===== src/rtl/sm_als_ctrl_pkg.sv =====
// Shared definitions for the ambient light sensor SPI sequencer: state encodings,
// frame field positions and the value-extraction helper.
package sm_als_ctrl_pkg;

  typedef enum logic [2:0] {
    StIdle  = 3'd0,
    StSetup = 3'd1,
    StShift = 3'd2,
    StHold  = 3'd3,
    StGap   = 3'd4
  } state_e;

  localparam int unsigned ALS_FRAME_LEN = 16;
  localparam int unsigned ALS_DATA_MSB  = 12;
  localparam int unsigned ALS_DATA_LSB  = 5;
  localparam int unsigned ALS_LEAD_MSB  = 15;
  localparam int unsigned ALS_LEAD_LSB  = 13;
  localparam int unsigned AVG_SUM_W     = 10;

  function automatic logic [7:0] alsData(input logic [ALS_FRAME_LEN-1:0] frame);
    return frame[ALS_DATA_MSB:ALS_DATA_LSB];
  endfunction

endpackage


===== src/rtl/sm_als_avg.sv =====
// Four-sample box average of light values: the incoming sample plus the three
// previous ones; history advances on push and clears on reset.
module sm_als_avg
  import sm_als_ctrl_pkg::*;
(
  input  logic       clk,
  input  logic       rst,
  input  logic       push,
  input  logic [7:0] sample,
  output logic [7:0] avg
);

  logic [7:0]           h0_q, h1_q, h2_q;
  logic [AVG_SUM_W-1:0] sum;

  // Average includes the sample being pushed so the result is ready on the same edge.
  assign sum = AVG_SUM_W'(sample) + AVG_SUM_W'(h0_q) + AVG_SUM_W'(h1_q) + AVG_SUM_W'(h2_q);
  assign avg = 8'(sum >> 2);

  always_ff @(posedge clk or posedge rst) begin
    if (rst) begin
      h0_q <= 8'h00;
      h1_q <= 8'h00;
      h2_q <= 8'h00;
    end else if (push) begin
      h0_q <= sample;
      h1_q <= h0_q;
      h2_q <= h1_q;
    end
  end

endmodule


===== src/rtl/sm_als_ctrl.sv =====
// SPI read sequencer for the ADC081S021-class light sensor: single-shot and auto polling.
// Optional SM_ALS_CTRL_AVG_EN replaces the raw value with a 4-sample box average.
module sm_als_ctrl
  import sm_als_ctrl_pkg::*;
#(
  parameter int unsigned CLK_DIV  = 4,
  parameter int unsigned POLL_GAP = 1000
) (
  input  logic       clk,
  input  logic       rst,
  input  logic       start,
  input  logic       auto,
  output logic       busy,
  output logic       valid,
  output logic [7:0] data,
  output logic       frameErr,
  output logic       alsCS,
  output logic       alsSCK,
  input  logic       alsSDO
);

  localparam logic [7:0]  DivLast = 8'(CLK_DIV - 1);
  localparam logic [19:0] GapLast = 20'(POLL_GAP);
  localparam logic [3:0]  BitLast = 4'(ALS_FRAME_LEN - 1);

  state_e                   state_q, state_d;
  logic [7:0]               divCnt_q, divCnt_d;
  logic [3:0]               bitCnt_q, bitCnt_d;
  logic [19:0]              gapCnt_q, gapCnt_d;
  logic [ALS_FRAME_LEN-1:0] frame_q, frame_d;
  logic                     cs_q, cs_d, sck_q, sck_d;
  logic                     busy_q, busy_d, valid_q, valid_d;
  logic                     frameErr_q, frameErr_d;
  logic [7:0]               data_q, data_d;
  logic                     divLast, frameDone;
  logic [7:0]               rawData, dataNext;

  assign divLast   = (divCnt_q == DivLast);
  assign frameDone = (state_q == StHold) && divLast;
  assign rawData   = alsData(frame_q);

`ifdef SM_ALS_CTRL_AVG_EN
  sm_als_avg uAvg (
    .clk    (clk),
    .rst    (rst),
    .push   (frameDone),
    .sample (rawData),
    .avg    (dataNext)
  );
`else
  assign dataNext = rawData;
`endif

  always_comb begin
    state_d    = state_q;
    divCnt_d   = divCnt_q;
    bitCnt_d   = bitCnt_q;
    gapCnt_d   = gapCnt_q;
    frame_d    = frame_q;
    cs_d       = cs_q;
    sck_d      = sck_q;
    busy_d     = busy_q;
    valid_d    = 1'b0;
    frameErr_d = frameErr_q;
    data_d     = data_q;

    unique case (state_q)
      StIdle: begin
        if (start || auto) begin
          state_d  = StSetup;
          divCnt_d = 8'h00;
          cs_d     = 1'b0;
          busy_d   = 1'b1;
        end
      end
      StSetup: begin
        if (divLast) begin
          state_d  = StShift;
          divCnt_d = 8'h00;
          bitCnt_d = 4'h0;
          sck_d    = 1'b0;
        end else begin
          divCnt_d = divCnt_q + 8'h01;
        end
      end
      StShift: begin
        if (divLast) begin
          divCnt_d = 8'h00;
          if (!sck_q) begin
            // SDO is captured on the edge that raises SCK.
            sck_d   = 1'b1;
            frame_d = {frame_q[ALS_FRAME_LEN-2:0], alsSDO};
          end else if (bitCnt_q == BitLast) begin
            state_d = StHold;
          end else begin
            sck_d    = 1'b0;
            bitCnt_d = bitCnt_q + 4'h1;
          end
        end else begin
          divCnt_d = divCnt_q + 8'h01;
        end
      end
      StHold: begin
        if (divLast) begin
          divCnt_d   = 8'h00;
          cs_d       = 1'b1;
          busy_d     = 1'b0;
          valid_d    = 1'b1;
          data_d     = dataNext;
          frameErr_d = |frame_q[ALS_LEAD_MSB:ALS_LEAD_LSB];
          gapCnt_d   = 20'h0;
          state_d    = auto ? StGap : StIdle;
        end else begin
          divCnt_d = divCnt_q + 8'h01;
        end
      end
      StGap: begin
        // One extra cycle after the count is the GAP->SETUP hop.
        if (!auto) begin
          state_d = StIdle;
        end else if (gapCnt_q == GapLast) begin
          state_d  = StSetup;
          divCnt_d = 8'h00;
          cs_d     = 1'b0;
          busy_d   = 1'b1;
        end else begin
          gapCnt_d = gapCnt_q + 20'h1;
        end
      end
      default: state_d = StIdle;
    endcase
  end

  always_ff @(posedge clk or posedge rst) begin
    if (rst) begin
      state_q    <= StIdle;
      divCnt_q   <= 8'h00;
      bitCnt_q   <= 4'h0;
      gapCnt_q   <= 20'h0;
      frame_q    <= '0;
      cs_q       <= 1'b1;
      sck_q      <= 1'b1;
      busy_q     <= 1'b0;
      valid_q    <= 1'b0;
      frameErr_q <= 1'b0;
      data_q     <= 8'h00;
    end else begin
      state_q    <= state_d;
      divCnt_q   <= divCnt_d;
      bitCnt_q   <= bitCnt_d;
      gapCnt_q   <= gapCnt_d;
      frame_q    <= frame_d;
      cs_q       <= cs_d;
      sck_q      <= sck_d;
      busy_q     <= busy_d;
      valid_q    <= valid_d;
      frameErr_q <= frameErr_d;
      data_q     <= data_d;
    end
  end

  assign alsCS    = cs_q;
  assign alsSCK   = sck_q;
  assign busy     = busy_q;
  assign valid    = valid_q;
  assign data     = data_q;
  assign frameErr = frameErr_q;

endmodule

===== config.mk =====
export PLATFORM = sky130hd
export DESIGN_NAME = sm_als_ctrl
export DESIGN_NICKNAME = d
export VERILOG_FILES = /design/src/rtl/sm_als_ctrl_pkg.sv /design/src/rtl/sm_als_avg.sv /design/src/rtl/sm_als_ctrl.sv
export SDC_FILE = /design/constraint.sdc
export NUM_CORES = 1
export LEC_CHECK = 0
export ABC_CLOCK_PERIOD_IN_PS = 2080
export CAP_MARGIN = 30
export CORE_MARGIN = 5
export CORE_UTILIZATION = 29
export DETAILED_ROUTE_END_ITERATION = 12
export MAX_ROUTING_LAYER = met4
export PLACE_DENSITY = 0.53
export SYNTH_ARGS = -nofsm -noshare
export SYNTH_HDL_FRONTEND = slang
export SYNTH_SLANG_ARGS = --single-unit

===== constraint.sdc =====
create_clock -name clk -period 2.08 [get_ports clk]
set_input_delay 0.52 -clock clk [delete_from_list [all_inputs] [get_ports clk]]
set_output_delay 0.52 -clock clk [all_outputs]
set_load 0.01 [all_outputs]

# Word-level counts from Yosys, hierarchy flattened
# Index checks and enable logic that the tools add are counted.
[word_totals]
ff_bits = 64
word_cells = 89
output_inout_bits = 13
[classes]
n_reduce_logical = 16
eq_ne = 18
n_bitwise = 1
add_sub_neg = 3
mux = 40
[ops]
columns = ["op", "n"]
rows = [
  ["$mux 20", 3],
  ["$pmux 20 s2", 1],
  ["$mux 8", 4],
  ["$mux 3", 9],
  ["$pmux 8 s3", 1],
  ["$add 20x1->20 const B", 1],
  ["$eq 20x10->1 const B", 1],
  ["$ne 2x2->1 const B", 10],
  ["$mux 4", 4],
  ["$pmux 3 s5", 1],
  ["$mux 1", 13],
  ["$reduce_and 5->1", 2],
  ["$add 8x1->8 const B", 1],
  ["$eq 8x2->1 const B", 1],
  ["$pmux 4 s2", 1],
  ["$reduce_and 4->1", 2],
  ["$reduce_and 7->1", 1],
  ["$eq 3x2->1 const B", 2],
  ["$pmux 1 s3", 2],
  ["$reduce_and 3->1", 2],
  ["$reduce_bool 3->1", 2],
  ["$reduce_or 3->1", 2],
  ["$add 4x1->4 const B", 1],
  ["$eq 4x4->1 const B", 1],
  ["other kinds (9)", 10],
]

# Depth between registers and ports, before layout
# Gate-level depths: netlist of run 1.
[logic_depth]
ltp_word = 5
ltp_mapped = 8
ltp_nobuf = 6

# Least setup slack after synthesis of run 1
# Ideal clock, no wire load.
[synth_timing]
path_kind = "register -> register"
start = "register divCnt_q[0]"
end = "register frame_q[0]"
required_ps = 1955
slack_ps = 106
period_less_slack_ps = 1974
path_stages_with_launch = 7
setup_time_ps = 125
arrival_ps = 1849
cell_sequence = "dfrtp_1 -> ha_1 -> nor4b_4 -> and3_4 -> nand3_4 -> buf_6 -> mux2_4"
[synth_via]
elab_chain_cells = 2
[synth_rtl]
columns = ["item", "line", "source"]
rows = [
  ["start, declared", "sm_als_ctrl.sv:27", "logic [7:0] divCnt_q, divCnt_d;"],
  ["start signal, assigned", "sm_als_ctrl.sv:149", "divCnt_q <= divCnt_d;"],
  ["$eq 8x2->1", "sm_als_ctrl.sv:38", "assign divLast = (divCnt_q == DivLast);"],
  ["$reduce_and 3->1 (no line)", "n/a", ""],
  ["end signal, assigned", "sm_als_ctrl.sv:152", "frame_q <= frame_d;"],
  ["end, declared", "sm_als_ctrl.sv:30", "logic [ALS_FRAME_LEN-1:0] frame_q, frame_d;"],
]
# Every way passes these cells.
# A chain may end at the register's enable or synchronous reset.

# Final worst setup path of run 1
[layout_timing]
start = "register sck_q, in the netlist alsSCK"
end = "output alsSCK"
[layout_lines]
columns = ["item", "line", "source"]
rows = [
  ["start, declared", "sm_als_ctrl.sv:31", "logic cs_q, cs_d, sck_q, sck_d;"],
  ["start signal, assigned", "sm_als_ctrl.sv:154", "sck_q <= sck_d;"],
  ["end, declared", "sm_als_ctrl.sv:18", "output logic alsSCK,"],
]
# No word-level cell between the ends.

==> results of run 1 <==
-- metrics by stage --
| step | area (um2) | utilization | worst slack, ps |
|---|---|---|---|
| finish | 4362 | 0.3804 | 77.29 |
| global route | 4362 | 0.3804 | 15.94 |
| CTS | 4320 | 0.3768 | 30.32 |
| detailed placement | 3966 | 0.3459 | -201.9 |
| global placement | 3966 | 0.3459 | -198.8 |
| floorplan | 3425 | - | 106.2 |
-- repair_timing --
item	4_1_cts	5_1_grt
setup endpoints to repair	0	19
gates resized for setup	0	2
buffers inserted	0	3
hold buffers	0	0
-- cell families after synthesis --
| group | share of synthesized area |
|---|---|
| AOI/OAI and AO/OA | 0.1811 |
| xor gates and xnor gates | 0.01280 |
| adders and majority gates | 0.01463 |
| buffers and inverters | 0.04023 |
| DFF | 0.4689 |
| muxes | 0.1050 |
| and+or+nand+nor | 0.1774 |
-- state kept, by name, summed over array words and instances (netlist names) --
| register | flops |
|---|---|
| divCnt_q | 8 |
| alsCS | 1 |
| alsSCK | 1 |
| bitCnt_q | 4 |
| data | 8 |
| valid | 1 |
| frameErr | 1 |
| frame_q | 16 |
| busy | 1 |
| gapCnt_q | 20 |
| state_q | 3 |
-- worst max-delay path by stage --
| stage | slack (ps) | startpoint | to |
|---|---|---|---|
| 5_1_grt | 20 | auto | gapCnt_q[15] |
| 2_1_floorplan | 110 | divCnt_q[0] | frame_q[0] |
| 3_3_place_gp | -200 | auto | gapCnt_q[17] |
| 4_1_cts | 30 | divCnt_q[1] | frame_q[1] |
| 6_report | 80 | alsSCK | alsSCK |
| 3_5_place_dp | -200 | auto | gapCnt_q[17] |
-- cell usage in the layout, fill, tap and decap left out, types with 6 or more instances in the layout --
| cell type | n |
|---|---|
| dfrtp_1 | 62 |
| nor2_1 | 9 |
| mux2_4 | 10 |
| clkbuf_16 | 9 |
| clkdlybuf4s50_1 | 17 |
| nand4_1 | 10 |
| a31oi_1 | 17 |
| o21ai_0 | 12 |
| a21oi_1 | 7 |
| inv_1 | 11 |
| nand3_1 | 17 |
| nand2_1 | 25 |
| mux2_2 | 15 |
| o211ai_1 | 6 |
| buf_4 | 34 |
-- report_power, final --
| part | internal [mW] | leakage (nW) | switching [mW] |
|---|---|---|---|
| logic | 0.627 | 0.859 | 0.627 |
| registers | 1.44 | 0.859 | 0.235 |
| clock network | 1.21 | 0.169 | 0.572 |
-- routing by layer --
| metal | global-route usage | wire length (um) | vias to the layer above | part of all wire |
|---|---|---|---|---|
| met5 | - | 0 | - | 0 |
| met4 | 0.03969 | 133 | 0 | 0.017 |
| met3 | 0.03056 | 164 | 14 | 0.021 |
| met2 | 0.1766 | 3698 | 34 | 0.47 |
| met1 | 0.1570 | 3794 | 1296 | 0.49 |
| li1 | - | - | 1320 | - |
-- cell type report --
cell class                      instances  area share
Sequential cell                        64      0.3678
Multi-Input combinational cell        225      0.3876
Clock buffer                           10     0.05479
Timing Repair Buffer                   54      0.1113
Tap cell                              143     0.04102
Inverter                               12     0.01119
Clock inverter                          6     0.02639
==> results.toml, run 1 <==
[finish]
final-instance-count-excl-fill = 514
area_growth_pct = 27.51
fillerInstances = 1101
multi_input_area_um2 = 1690
drive_above_1_share = 0.2561
seqCellArea_um2 = 1604
nets = 375
antennaDiodeCount = 0

[global_route]
grt_overflow_total = 0
grt_pass1_wl_um = 13460
grt_antenna_before_repair = 0
grtUsageTotal = 0.1185
grt_max_degree = 65
grt_pass1_vias = 2643

[timing]
fin_skew_ps = 6.706
slew_violations = 0
fin_crit_sh = 0.9628
tightestPinTransition_ps = 504.1
hold_viol_final = 0
fmax_mhz = 499.3
hold-worst-slack_ps = 500.7
fin_crit_ps = 2003
rsz0062_at_grt = "false"
final-setup-viol-count = 0
slew_headroom = 0.6632
tns_ps = 0

[worst_hold_path]
hold_path_depth = 2
hold_start = "frameErr"
hold_path_end = "frameErr"
hold_path.class = "flop to flop"

[die]
ios = 18
rows = 39
chipHeight_um = 118.6
initial_core_util = 0.2983
core-area_um2 = 11470
die-area_um2 = 14070
die_width_um = 118.6

[cts]
cts_root_buf = "clkbuf_16"
cts_tree = "done"
htree_levels = 3
cts_sinks = 64
insertion_delay_ps = 330
clk_pin_slew_worst_paths_ps = 60
numCtsBuffers = 9
cts_max_path_buffers = 2

[route]
wl_per_cell_um = 15.16
viasPerCell = 5.183
drc = 0
drt-initial-drc-count = 209
routed-via-count = 2664
ant_nets = 0
firstDrtPassIters = 4
drt_wl_total_um = 7790

[placement]
hpwlAfterDp_um = 5312
io_buffers = 17
gp_congestion = 0.8269
dp_cells = 495

[worst_setup_path]
slowest_stage = "dfstp_2"
startpoint_type = "flop"
critPathBufInv = 1
ff2ff_setup_slack_ps = 160
reg2reg_depth = 7
path_max_fanout = 8
crit_cells = 1
crit_chain = "clkdlybuf4s50_1"
crit_path_end_kind = "output pin"
critical_path_class = "flop to output pin"
r2r-end = "divCnt_q[6]"
required_ps = 1560
reg2reg_from = "gapCnt_q[0]"
cp.arrival_ps = 1480
cp_slowest_stage_delay_ps = 600
critical_path.top_delay_family = "flip-flops"

[synthesis]
synth_area_um2 = 3421
ys.flop_type = "dfrtp_1"
synthArstFlopShare = 1.000
postSynthCellCount = 317
synth_top_area_cell = "dfrtp_1"
ys_seq_area_frac = 0.4689
synth_edf_count = 0
yosysMostFrequentCell = "dfrtp_1"
syn_nets = 326
ys_ff_latch = 64
synth_cell_types = 59
ys_warn_count = 0
synth_common_cells = "62 x dfrtp_1, 25 x nand2_1, 17 x a31oi_1, 17 x nand3_1, 15 x mux2_2"
netlist.area_leader.share = 0.4535
syn_avg_cell_area_um2 = 10.79
synthTopCellsByArea = "dfrtp_1 45%, mux2_2 4.9%, mux2_4 4.4%"

[status]
status = "complete, no violations"

[power]
irDropWorstVdd_v = 0.0004854
power.total_mw = 4.710
p_leak_nw = 1.887
p_per_area_nw_per_um2 = 1080

[run]
drv_cap = 0
No activity file was read; power rests on OpenSTA's default activity.
==> run 2: changes to the inputs <==
Settings changed: MAX_ROUTING_LAYER met4 to default.
==> run 2 against run 1 <==
Compared with the run above: sequential share of layout area stayed put; global-route usage fell by 0.34 points; combinational power about the same; die area unchanged; largest power group unchanged; routed wire length about the same; non-clock buffer count unchanged; clock skew barely moved; register-to-register slack barely moved; first-iteration DRC count increased by 8.1%; cell count did not move; total power barely moved.
==> results.toml, run 2 (same netlist as run 1, synthesis figures left out) <==
[timing]
tns_ps = 0
rsz0062_at_grt = "false"
fmax_mhz = 500.1
slew_violations = 0
fin_crit_ps = 1999
final-setup-viol-count = 0
hold_viol_final = 0
fin_crit_sh = 0.9613
fin_skew_ps = 6.410
slew_headroom = 0.6627
tightestPinTransition_ps = 504.9

[route]
firstDrtPassIters = 5
wl_per_cell_um = 15.16
viasPerCell = 5.224
drc = 0
routed-via-count = 2685
drt-initial-drc-count = 226
ant_nets = 0
drt_wl_total_um = 7791

[placement]
dp_cells = 495
gp_congestion = 0.8148
hpwlAfterDp_um = 5312
placed_area_um2 = 3966
io_buffers = 17

[cts]
clk_pin_slew_worst_paths_ps = 60
cts_root_buf = "clkbuf_16"
htree_levels = 3
numCtsBuffers = 9
cts_max_path_buffers = 2
cts_sinks = 64
insertion_delay_ps = 330
cts_tree = "done"

[finish]
final-instance-count-excl-fill = 514
reg.largest.list = "gapCnt_q x20, frame_q x16"
area_growth_pct = 27.51
final_common_cell = "dfrtp_1"
layout_common_cells = "62 x dfrtp_1, 34 x buf_4, 25 x nand2_1"
fin_area_um2 = 4362
drive_above_1_share = 0.2561
largest_reg_flops = 20
nets = 375
antennaDiodeCount = 0
regMostFlops = "gapCnt_q"
fillerInstances = 1101

[worst_setup_path]
critPathLaunch = "alsSCK"
slowest_stage = "dfstp_2"
path_max_fanout = 8
crit_cells = 1
critical_path_class = "flop to output pin"
required_ps = 1560
crit_path_end_kind = "output pin"
r2r-end = "divCnt_q[6]"
critPathBufInv = 1
crit_chain = "clkdlybuf4s50_1"
ff2ff_setup_slack_ps = 160
setup.worst_path.end = "alsSCK"
cp.arrival_ps = 1480
reg2reg_depth = 7
reg2reg_from = "gapCnt_q[0]"
startpoint_type = "flop"
cp_slowest_stage_delay_ps = 600
critical_path.top_delay_family = "flip-flops"

[die]
ios = 18
initial_core_util = 0.2983
chipHeight_um = 118.6
core-area_um2 = 11470
die_width_um = 118.6
rows = 39
die-area_um2 = 14070

[power]
p_per_area_nw_per_um2 = 1080
p_leak_nw = 1.887
power.total_mw = 4.710
irDropWorstVdd_v = 0.0004848

[global_route]
grt_overflow_total = 0
grtUsageTotal = 0.1151
grt_pass1_vias = 2645
grt_antenna_before_repair = 0
grt_pass1_wl_um = 13460
grt_max_degree = 65

[worst_hold_path]
hold_path.class = "flop to flop"

[status]
status = "complete, no violations"

[run]
drv_cap = 0
-- run 2: layout make-up --
cell class	count	area (um2)	area share
clock buffers	10	239.0	0.05479
flip-flops and latches	64	1604	0.3678
repair buffers	54	485.5	0.1113
clock inverters	6	115.1	0.02639
multi-input cells	225	1690	0.3876
well taps	143	178.9	0.04102
inverters	12	48.80	0.01119
-- run 2: how the worst min path moves through the flow --
stage	depth (start not counted)	start	to
6_report	2	frameErr	frameErr
5_1_grt	1	data[2]	data[2]
4_1_cts	1	data[1]	data[1]
3_5_place_dp	1	data[1]	data[1]
3_3_place_gp	1	frame_q[15]	frame_q[15]
2_1_floorplan	1	frame_q[15]	frame_q[15]
-- run 2: routing by layer --
| layer | vias up | part of all wire | track usage |
|---|---|---|---|
| li1 | 1321 | - | - |
| met1 | 1303 | 0.48 | 0.1573 |
| met2 | 47 | 0.47 | 0.1762 |
| met3 | 14 | 0.026 | 0.03056 |
| met4 | 0 | 0.015 | 0.03969 |
| met5 | - | 0 | 0 |
-- run 2: power by group --
group          internal (mW)  switching, mW  total (mW)
clock                   1.21          0.573        1.78
sequential              1.44          0.233        1.67
combinational          0.628          0.628        1.26
-- run 2: what timing repair did --
action / 4_1_cts / 5_1_grt
resized for setup: 0 / 2
hold buffers: 0 / 0
endpoints found under the setup margin: 0 / 19
setup buffers: 0 / 3
-- run 2: stage by stage --
step,hold WS (ps),utilization,setup WS (ps)
after global routing,516.6,0.3804,15.94
after floorplan,480.3,-,106.2
after global placement,487.6,0.3459,-198.8
final,500.6,0.3804,80.52
after CTS,505.7,0.3768,30.32
after detailed placement,492.3,0.3459,-201.9
